--- src/rtl/if_id_hazard_ctrl.sv ---
// IF/ID segment register with load-use stall detection, branch flush and HALT drain control.
// Drives PC write enable and ID/EX bubble requests for the downstream pipeline.
module if_id_hazard_ctrl #(
    parameter logic [5:0]  HALT_OPCODE  = 6'b111111,
    parameter int unsigned DRAIN_CYCLES = 3
) (
    input  logic        clk,
    input  logic        reset,
    input  logic [31:0] if_instruction,
    input  logic [31:0] if_pc_plus4,
    input  logic        id_branch_taken,
    input  logic        ex_m_mem_read,
    input  logic [4:0]  ex_rt,
    input  logic        resume,
    output logic [31:0] id_instruction,
    output logic [31:0] id_pc_plus4,
    output logic [4:0]  id_rs,
    output logic [4:0]  id_rt,
    output logic [4:0]  id_rd,
    output logic [5:0]  id_function_code,
    output logic [15:0] id_imm,
    output logic        pc_write,
    output logic        id_ex_bubble,
    output logic        stall,
    output logic        halted
);

    localparam int unsigned CNT_W = (DRAIN_CYCLES > 2) ? $clog2(DRAIN_CYCLES) : 1;
    localparam logic [CNT_W-1:0] CNT_LOAD = CNT_W'(DRAIN_CYCLES - 1);

    typedef enum logic [1:0] {
        ST_RUN    = 2'd0,
        ST_DRAIN  = 2'd1,
        ST_HALTED = 2'd2
    } state_e;

    state_e            state_q, state_d;
    logic [CNT_W-1:0]  cnt_q, cnt_d;
    logic [31:0]       ir_q, ir_d;
    logic [31:0]       pc_q, pc_d;
    logic              halted_q;

    logic [5:0]        opcode;
    logic              uses_rt;
    logic              halt_det;

    assign opcode           = ir_q[31:26];
    assign id_instruction   = ir_q;
    assign id_pc_plus4      = pc_q;
    assign id_rs            = ir_q[25:21];
    assign id_rt            = ir_q[20:16];
    assign id_rd            = ir_q[15:11];
    assign id_function_code = ir_q[5:0];
    assign id_imm           = ir_q[15:0];
    assign halted           = halted_q;

    // Hazard decode: rt is a source only for R-type, beq/bne and stores
    always_comb begin
        uses_rt  = (opcode == 6'b000000) || (opcode == 6'b000100) ||
                   (opcode == 6'b000101) || (opcode[5:3] == 3'b101);
        stall    = ex_m_mem_read && (ex_rt != 5'd0) &&
                   ((ex_rt == ir_q[25:21]) || (uses_rt && (ex_rt == ir_q[20:16])));
        halt_det = (state_q == ST_RUN) && (opcode == HALT_OPCODE) && !stall;
    end

    always_ff @(posedge clk or negedge reset) begin
        if (!reset) begin
            state_q  <= ST_RUN;
            cnt_q    <= '0;
            ir_q     <= '0;
            pc_q     <= '0;
            halted_q <= 1'b0;
        end else begin
            state_q  <= state_d;
            cnt_q    <= cnt_d;
            ir_q     <= ir_d;
            pc_q     <= pc_d;
            halted_q <= (state_d == ST_HALTED);
        end
    end

    always_comb begin
        state_d = state_q;
        cnt_d   = cnt_q;
        case (state_q)
            ST_RUN: begin
                if (halt_det) begin
                    state_d = ST_DRAIN;
                    cnt_d   = CNT_LOAD;
                end
            end
            ST_DRAIN: begin
                if (cnt_q == '0) begin
                    state_d = ST_HALTED;
                end else begin
                    cnt_d = cnt_q - CNT_W'(1);
                end
            end
            ST_HALTED: begin
                if (resume) begin
                    state_d = ST_RUN;
                end
            end
            default: begin
                state_d = ST_RUN;
                cnt_d   = '0;
            end
        endcase
    end

    // Stall beats flush: branch operands are not valid during a load-use stall
    always_comb begin
        ir_d         = ir_q;
        pc_d         = pc_q;
        pc_write     = (state_q == ST_RUN) && !stall && !halt_det;
        id_ex_bubble = stall || halt_det || (state_q != ST_RUN);
        if (stall) begin
            ir_d = ir_q;
            pc_d = pc_q;
        end else if ((state_q != ST_RUN) || halt_det || id_branch_taken) begin
            ir_d = '0;
            pc_d = '0;
        end else begin
            ir_d = if_instruction;
            pc_d = if_pc_plus4;
        end
    end

endmodule

--- config.mk ---
export PLATFORM = sky130hd
export DESIGN_NAME = if_id_hazard_ctrl
export DESIGN_NICKNAME = d
export VERILOG_FILES = /design/src/rtl/if_id_hazard_ctrl.sv
export SDC_FILE = /design/constraint.sdc
export NUM_CORES = 1
export LEC_CHECK = 0
export CORE_MARGIN = 3
export CORE_UTILIZATION = 41
export CTS_CLUSTER_DIAMETER = 40
export DETAILED_ROUTE_END_ITERATION = 7
export MAX_ROUTING_LAYER = met4
export PLACE_DENSITY_LB_ADDON = 0.3
export SYNTH_ARGS = -nofsm -noshare
export SYNTH_HDL_FRONTEND = slang
export SYNTH_SLANG_ARGS = --single-unit
export TNS_END_PERCENT = 100
--- constraint.sdc ---
create_clock -name clk -period 2.7 [get_ports clk]
set_clock_uncertainty 0.15 [all_clocks]
set_input_delay 0.27 -clock clk [delete_from_list [all_inputs] [get_ports clk]]
set_output_delay 0.27 -clock clk [all_outputs]
set_load 0.01 [all_outputs]
Yosys cells after proc, flatten, opt, wreduce, memory -nomap -nowiden
Cells that the tools add are included.
{"block": "totals", "regBits": 69, "latchBits": 0, "mem_bits_rw": 0, "romBits": 0, "input_bits": 74, "output_inout_bits": 105, "wordCells": 50, "mem_count": 0}
{"block": "classes", "n_addsub": 1, "mul": 0, "n_div": 0, "magnitude_cmp": 0, "eq_ne": 11, "n_shift": 0, "muxes": 9, "n_bitwise": 1, "n_reduce_logical": 23}
{"operator": "32-bit 2-to-1 mux", "n": 2}
{"operator": "6-bit by 3-bit equality test with 1-bit output, second input constant", "n": 2}
{"operator": "2-bit one-hot mux with 3 select lines", "n": 2}
{"operator": "5-bit equality test", "n": 2}
{"operator": "2-bit 2-to-1 mux", "n": 5}
{"operator": "1-bit logical OR", "n": 8}
{"operator": "1-bit logical AND", "n": 7}
{"operator": "6-bit equality test, second input constant", "n": 1}
{"operator": "6-bit zero test", "n": 1}
{"operator": "5-bit nonzero test", "n": 1}
{"operator": "2-bit equality test, second input constant", "n": 2}
{"operator": "2-bit zero test", "n": 2}
{"operator": "2-bit != test, second input constant", "n": 2}
{"operator": "3-bit equality test, second input constant", "n": 1}
{"operator": "3-bit AND reduction", "n": 1}
{"operator": "2-bit by 1-bit equality test with 1-bit output, second input constant", "n": 1}
{"operator": "1-bit zero test", "n": 2}
{"operator": "2-bit nonzero test", "n": 1}
{"operator": "2-bit by 1-bit subtractor with 2-bit output, second input constant", "n": 1}
{"operator": "1-bit inverter", "n": 1}

Longest topological paths before layout
Gate-level depths: netlist of run 1.
{"block": "depth", "word_depth": 12, "depth_mapped": 7, "mapped_depth_nobuf": 7}

Worst setup path after synthesis of run 1
OpenSTA, ideal clock, no wires.
{"block": "synth_timing", "path_type": "flip-flop to output port", "startpoint": "reg ir_q[18] (netlist: id_instruction[18])", "endpoint": "out pc_write", "arrival_time_ns": 1.676, "t_required_ns": 2.280, "slack_ns": 0.604, "path_stages_with_launch": 8, "path_buffers": 2, "path_cell_list": "dfrtp_1 > xnor2_1 > nand4_1 > a2111oi_0 > o221ai_1 > buf_4 > buf_6 > and3_1"}
{"block": "synth_via", "elab_chain_len": 8, "elab_cells_between_ends": 9}
{"item": "from (decl)", "line": "39", "source": "logic [31:0] ir_q, ir_d;"}
{"item": "from (signal assigned)", "line": "76", "source": "ir_q <= ir_d;"}
{"item": "5-bit equality test (*)", "line": "62", "source": "((ex_rt == ir_q[25:21]) || (uses_rt && (ex_rt == ir_q[20:16])));"}
{"item": "1-bit logical AND (*)", "line": "62"}
{"item": "1-bit logical OR (*)", "line": "62"}
{"item": "1-bit logical AND (*)", "line": "61", "source": "stall = ex_m_mem_read && (ex_rt != 5'd0) &&"}
{"item": "1-bit zero test (*)", "line": "63, 115"}
{"item": "1-bit logical AND", "line": "63", "source": "halt_det = (state_q == ST_RUN) && (opcode == HALT_OPCODE) && !stall;"}
{"item": "1-bit zero test", "line": "115", "source": "pc_write = (state_q == ST_RUN) && !stall && !halt_det;"}
{"item": "1-bit logical AND (*)", "line": "115"}
{"item": "to (decl)", "line": "22", "source": "output logic pc_write,"}
Every way passes the cells marked *; elsewhere a longest branch is shown, timed or not.

Worst setup path after layout of run 1
{"block": "layout_timing", "startpoint": "in ex_rt[3]", "endpoint": "out pc_write"}
{"block": "layout_via", "elab_chain_len": 8, "elab_cells_between_ends": 12}
{"item": "from (decl)", "line": "13", "source": "input logic [4:0] ex_rt,"}
{"item": "5-bit equality test", "line": "62"}
{"item": "1-bit logical AND", "line": "62"}
{"item": "1-bit logical OR", "line": "62"}
{"item": "1-bit logical AND (*)", "line": "61"}
{"item": "1-bit zero test (*)", "line": "63, 115"}
{"item": "1-bit logical AND", "line": "63"}
{"item": "1-bit zero test", "line": "115"}
{"item": "1-bit logical AND (*)", "line": "115"}
Marked as above.

==> results_dict.tcl, run 1 <==
set metrics [dict create \
    grt_max_degree 45 \
    gp_congestion 0.805 \
    routed_via_density 4.63 \
    setup_viol 0 \
    ir_drop_mv 0.284 \
    synth_flop_cell "dfrtp_1" \
    power_frac_clock_pct 35.7 \
    cts_buffer_depth 2 \
    worstPathRequired_ps 2280 \
    stdcell_count 619 \
    drt_iter0_drc 76 \
    relSlewSlack_pct 47.2 \
    numClockSinks 69 \
    num_rows 33 \
    die_h_um 99.9 \
    syn_to_final_growth_pct 52.1 \
    grt_remaining_overflow 0 \
    dieArea_um2 9970 \
    syn-cell-area_um2 3610 \
    place_hpwl_mm 7.00 \
    cp_max_fo 6 \
    ys_seq_elements 69 \
    htree_num_levels 3 \
    wl_mm 9.20 \
    nFillCells 696 \
    p_leak_nw 2.86 \
    grt_pass1_wl_mm 15.1 \
    start_util_pct 43.1 \
    seqPwrFrac_pct 43.4 \
    max_clock_freq_ghz 0.390 \
    finalMaxSlewViolations 0 \
    hp-class "input pin to flip-flop" \
    clk_pin_slew_ps 80 \
    first_global_vias 3056 \
    cts_tree "built" \
    min_period_ps 2570 \
    internal_power_mw 2.00 \
    cp-end-kind "primary output" \
    yosysUniqueCellTypes 31 \
    cts-root-buf "clkbuf_8" \
    core_um2 8380 \
    io_pins 179 \
    drt_first_pass_iters 4 \
    grt_usage_pct 19.7 \
    layout_commonest_cell "clkdlybuf4s50_1" \
    antenna_found_initial 0 \
    insertion_delay_ps 330 \
    syn_area_per_cell_um2 10.1 \
    cts_made_buffers 9 \
    worstSetupPathType "input pin to primary output" \
    synthTopCellsByArea "dfrtp_1, mux2i_1, buf_4" \
    ff_latch_area_um2 1730 \
    fin_crit_sh_pct 95.1 \
    seq_area_frac_synth_pct 47.8 \
    drc_errors 0 \
    fin_nets 584 \
    setup-tns-final_ps 0 \
    ys.warnings.count 0 \
    yosys.area.top_type "dfrtp_1" \
    drive_gt1_share_pct 7.59 \
    drv_cap 0 \
    multi_input_area_um2 1260 \
    die_x_um 99.9 \
    ant_nets 0 \
    syn_inst 358 \
    cp.arrival_ps 2150 \
    p_comb_share_pct 20.8 \
    dp.cells 601 \
    outcome "completed" \
    synth-edff-count 0 \
    fin_area_um2 5490 \
    syn_nets 433 \
    dpl_cell_area_um2 5200 \
    powerDensity_nw_per_um2 484 \
    worst_slew_pin_slew_ps 792 \
    n_antenna_cell 0 \
    async_flop_share_pct 100 \
    swShare_pct 24.8 \
    crit_path_start_kind "input pin" \
    p_switching_mw 0.658 \
    synth_top_area_share_pct 47.8 \
    routed-via-count 2864 \
    rsz0062_at_grt "no" \
    hold_viol_final 0 \
    final_cell_mix "clkdlybuf4s50_1, inv_1, nand2_1, dfrtp_1, mux2i_1" \
    io_buffers 178 \
    wl_per_cell_um 14.9 \
    report.power.total_mw 2.66 \
]
-- stage by stage --
step,setup slack (ps),hold WS [ps],utilization (%)
2_1_floorplan,604,-176,-
3_3_place_gp,-128,237,62.1
3_5_place_dp,-257,247,62.1
4_1_cts,102,313,65.0
5_1_grt,5.26,314,65.5
6_report,133,330,65.5
-- sequential cells by signal, summed over array words and instances, names as in the netlist --
register / flops
cnt_q: 2
halted: 1
id_instruction: 32
id_pc_plus4: 32
state_q: 2
-- what timing repair did --
action,4_1_cts,5_1_grt
resized for setup,6,8
endpoints found under the setup margin,3,1
pin swaps,1,5
setup buffers,1,0
hold endpoints to repair,32,0
hold buffers,1,0
-- layout make-up --
class | count | share of cell area (%)
multi-input cells | 170 | 22.9
inverters | 67 | 4.58
flip-flops and latches | 69 | 31.5
well taps | 105 | 2.39
clock buffers | 12 | 2.82
clock inverters | 4 | 1.28
repair buffers | 192 | 34.6
-- Yosys cell counts (2+ instances only) --
cell       n
inv_1     67
nand4_1    2
dfrtp_1   69
o221ai_1   2
xor2_1     3
o21ai_0    3
xnor2_1    8
buf_6     13
mux2i_1   64
nand2_1   67
nand3_1    2
buf_4     38
nor2_1     2
-- final timing paths --
kind,startpoint,end,slack (ps),cells past startpoint
worst max-delay path,ex_rt[3],pc_write,130,6
worst min-delay path,if_pc_plus4[26],id_pc_plus4[26]$_DFFE_PN0N_,330,3
worst max register to register,id_instruction[28]$_DFFE_PN0N_,id_pc_plus4[28]$_DFFE_PN0N_,410,6
worst min register to register,id_pc_plus4[4]$_DFFE_PN0N_,id_pc_plus4[4]$_DFFE_PN0N_,360,2
max in group asynchronous,reset,id_pc_plus4[4]$_DFFE_PN0N_,1330,3
min in group asynchronous,reset,id_instruction[23]$_DFFE_PN0N_,400,2
-- metal layers --
metal	vias up	track usage (%)	part of all wire, %
met5	-	-	0
met1	1373	22.9	40
li1	1372	-	-
met3	14	3.68	5.6
met2	105	33.6	52
met4	0	7.67	2.1
-- kinds of logic after synthesis --
group / count (synthesis) / share of synthesized area [%]
mux: 64 / 17.7
xor+xnor: 11 / 2.67
fa+ha+maj: 1 / 0.346
flops: 69 / 47.8
simple gates: 83 / 10.2
buf+inv: 119 / 19.1
compound gates: 11 / 2.18
-- power by group through the flow --
stage	combinational, mW	sequential [mW]	clock, mW
floorplan	0.218	1.19	0
global placement	0.539	1.17	0
detailed placement	0.552	1.17	0
CTS	0.558	1.15	0.974
global route	0.599	1.16	1.02
finish	0.554	1.15	0.949
-- critical path, stage by stage --
cell and delay [ps]:
clkdlybuf4s50_1 470, buf_4 170, or4_1 540, o221ai_4 270, and3_1 190, clkdlybuf4s15_1 240
No activity file was read; power rests on OpenSTA's default activity.
==> run 2, diff against run 1 <==
Settings changed: CORE_UTILIZATION 41 to 37.
Clock period 2.7 ns to 2.1 ns, I/O delays scaled along.
==> results_dict.tcl, run 2 (synthesized netlist as in run 1, its figures left out) <==
set metrics [dict create \
    grt_remaining_overflow 0 \
    drt_iter0_drc 73 \
    powerDensity_nw_per_um2 589 \
    wl_per_cell_um 14.6 \
    fin_ws_ps -249 \
    die_h_um 105 \
    crit_path_start_kind "flip-flop" \
    finalMaxSlewViolations 0 \
    cp.arrival_ps 1990 \
    ant_nets 0 \
    worstSetupPathType "flip-flop to primary output" \
    gp_congestion 0.803 \
    grt_max_degree 40 \
    rsz0062_at_grt "yes" \
    r2r-end "id_instruction[11]$_DFFE_PN0N_" \
    cpPeakStageDelay_ps 400 \
    start_util_pct 38.5 \
    setup-tns-final_ps -8140 \
    drc_errors 0 \
    internal_power_mw 2.55 \
    fin_nets 612 \
    dieArea_um2 11000 \
    numClockSinks 69 \
    hp-class "input pin to flip-flop" \
    worst_slew_pin_slew_ps 720 \
    met2_usage_pct 32.4 \
    swShare_pct 25.8 \
    dp.cells 647 \
    routed-via-count 2984 \
    reg2reg_slack_ps -190 \
    cts_buffer_depth 2 \
    grt_busiest_layer "met2" \
    wl_mm 9.81 \
    grtUsageMet3_pct 2.96 \
    critPathLaunch "id_instruction[16]$_DFFE_PN0N_" \
    hold_viol_final 0 \
    met1_usage_pct 22.5 \
    io_buffers 178 \
    fin_crit_sh_pct 112 \
    final_cell_mix "clkdlybuf4s50_1, dfrtp_1, nand2_1" \
    grt_pass1_wl_mm 16.0 \
    n_antenna_cell 0 \
    grt_usage_pct 18.9 \
    core_um2 9370 \
    max_clock_freq_ghz 0.426 \
    pre_cts_ws_ps -634 \
    outcome "finished, violations left" \
    worstPathRequired_ps 1740 \
    stdcell_count 671 \
    power_frac_clock_pct 34.3 \
    min_period_ps 2350 \
    routed_via_density 4.45 \
    p_leak_nw 3.03 \
    relSlewSlack_pct 52.0 \
    drt_first_pass_iters 4 \
    num_rows 35 \
    cp_slowest_cell "dfrtp_1" \
    clk_pin_slew_ps 80 \
    drv_cap 0 \
    die_x_um 105 \
    cts_made_buffers 9 \
    layout_commonest_cell "clkdlybuf4s50_1" \
    setup_viol 67 \
    seqPwrFrac_pct 42.9 \
    endpoint "pc_write" \
    place_hpwl_mm 7.14 \
    ir_drop_mv 0.314 \
    reg2regPathDepth 9 \
    p_comb_share_pct 22.8 \
    antenna_found_initial 0 \
    violations "negative setup slack" \
    insertion_delay_ps 340 \
    r2r_start "id_instruction[16]$_DFFE_PN0N_" \
    cts_tree "built" \
    first_global_vias 3168 \
    cts-root-buf "clkbuf_8" \
    htree_num_levels 3 \
    cp_max_fo 5 \
    drive_gt1_share_pct 12.7 \
    crit_chain "xnor2_1, o21ai_1, a2111oi_2, buf_4, o221ai_4, and3_1, buf_2" \
    io_pins 179 \
    syn_to_final_growth_pct 61.4 \
    p_switching_mw 0.883 \
    cp-end-kind "primary output" \
]
-- run 2: final cells by class --
type | count | area [um^2]
clock buffer | 9 | 124
clock inverter | 7 | 90.1
fill | 803 | 3540
inverter | 67 | 251
multi-input combinational | 170 | 1230
sequential | 69 | 1730
tap | 129 | 161
timing repair buffer | 220 | 2240
-- run 2: stage by stage --
stage	total power [mW]	hold WS, ps	utilization (%)	instance area, um^2
finish	3.43	260	62.2	5830
global placement	2.23	145	57.9	5420
floorplan	1.81	-236	-	3610
CTS	3.48	240	62.1	5820
global route	3.61	248	62.2	5830
detailed placement	2.25	157	57.9	5420
-- run 2: repair_timing --
| action | in CTS | in global routing |
|---|---|---|
| endpoints found under the setup margin | 67 | 68 |
| gates resized for setup | 27 | 0 |
| pin swaps | 7 | 2 |
| buffers inserted | 2 | 1 |
| cloned | 4 | 0 |
| hold buffers | 1 | 0 |
| endpoints found under the hold margin | 27 | 0 |
-- run 2: how the worst min path moves through the flow --
stage          slack (ps)            from  depth (start not counted)                        endpoint
6_report              260  if_pc_plus4[1]                          3      id_pc_plus4[1]$_DFFE_PN0N_
5_1_grt               250  if_pc_plus4[3]                          3      id_pc_plus4[3]$_DFFE_PN0N_
3_3_place_gp          140           reset                          1  id_instruction[24]$_DFFE_PN0N_
3_5_place_dp          160           reset                          1  id_instruction[24]$_DFFE_PN0N_
4_1_cts               240  if_pc_plus4[1]                          3      id_pc_plus4[1]$_DFFE_PN0N_
2_1_floorplan        -240           reset                          0            cnt_q[0]$_DFFE_PN0P_
-- run 2: routing by layer --
metal	wire, um	part of all wire [%]
met1	4190	43
met2	5010	51
met3	423	4.3
met4	185	1.9
met5	0	0
-- run 2: critical path: cells and delay by family (launching register included) --
kind	cells	cell delay, ps
AND/OR/NAND/NOR	1	230
XOR/XNOR	1	150
AO/OA/AOI/OAI	3	560
buffers and inverters	2	310
flip-flops	1	400
-- run 2: power by group through the flow --
| stage | Combinational (mW) | Sequential, mW | Clock [mW] |
|---|---|---|---|
| after floorplan | 0.280 | 1.53 | 0 |
| after global placement | 0.742 | 1.49 | 0 |
| after detailed placement | 0.759 | 1.50 | 0 |
| after CTS | 0.793 | 1.47 | 1.21 |
| after global routing | 0.844 | 1.48 | 1.28 |
| final | 0.781 | 1.47 | 1.18 |
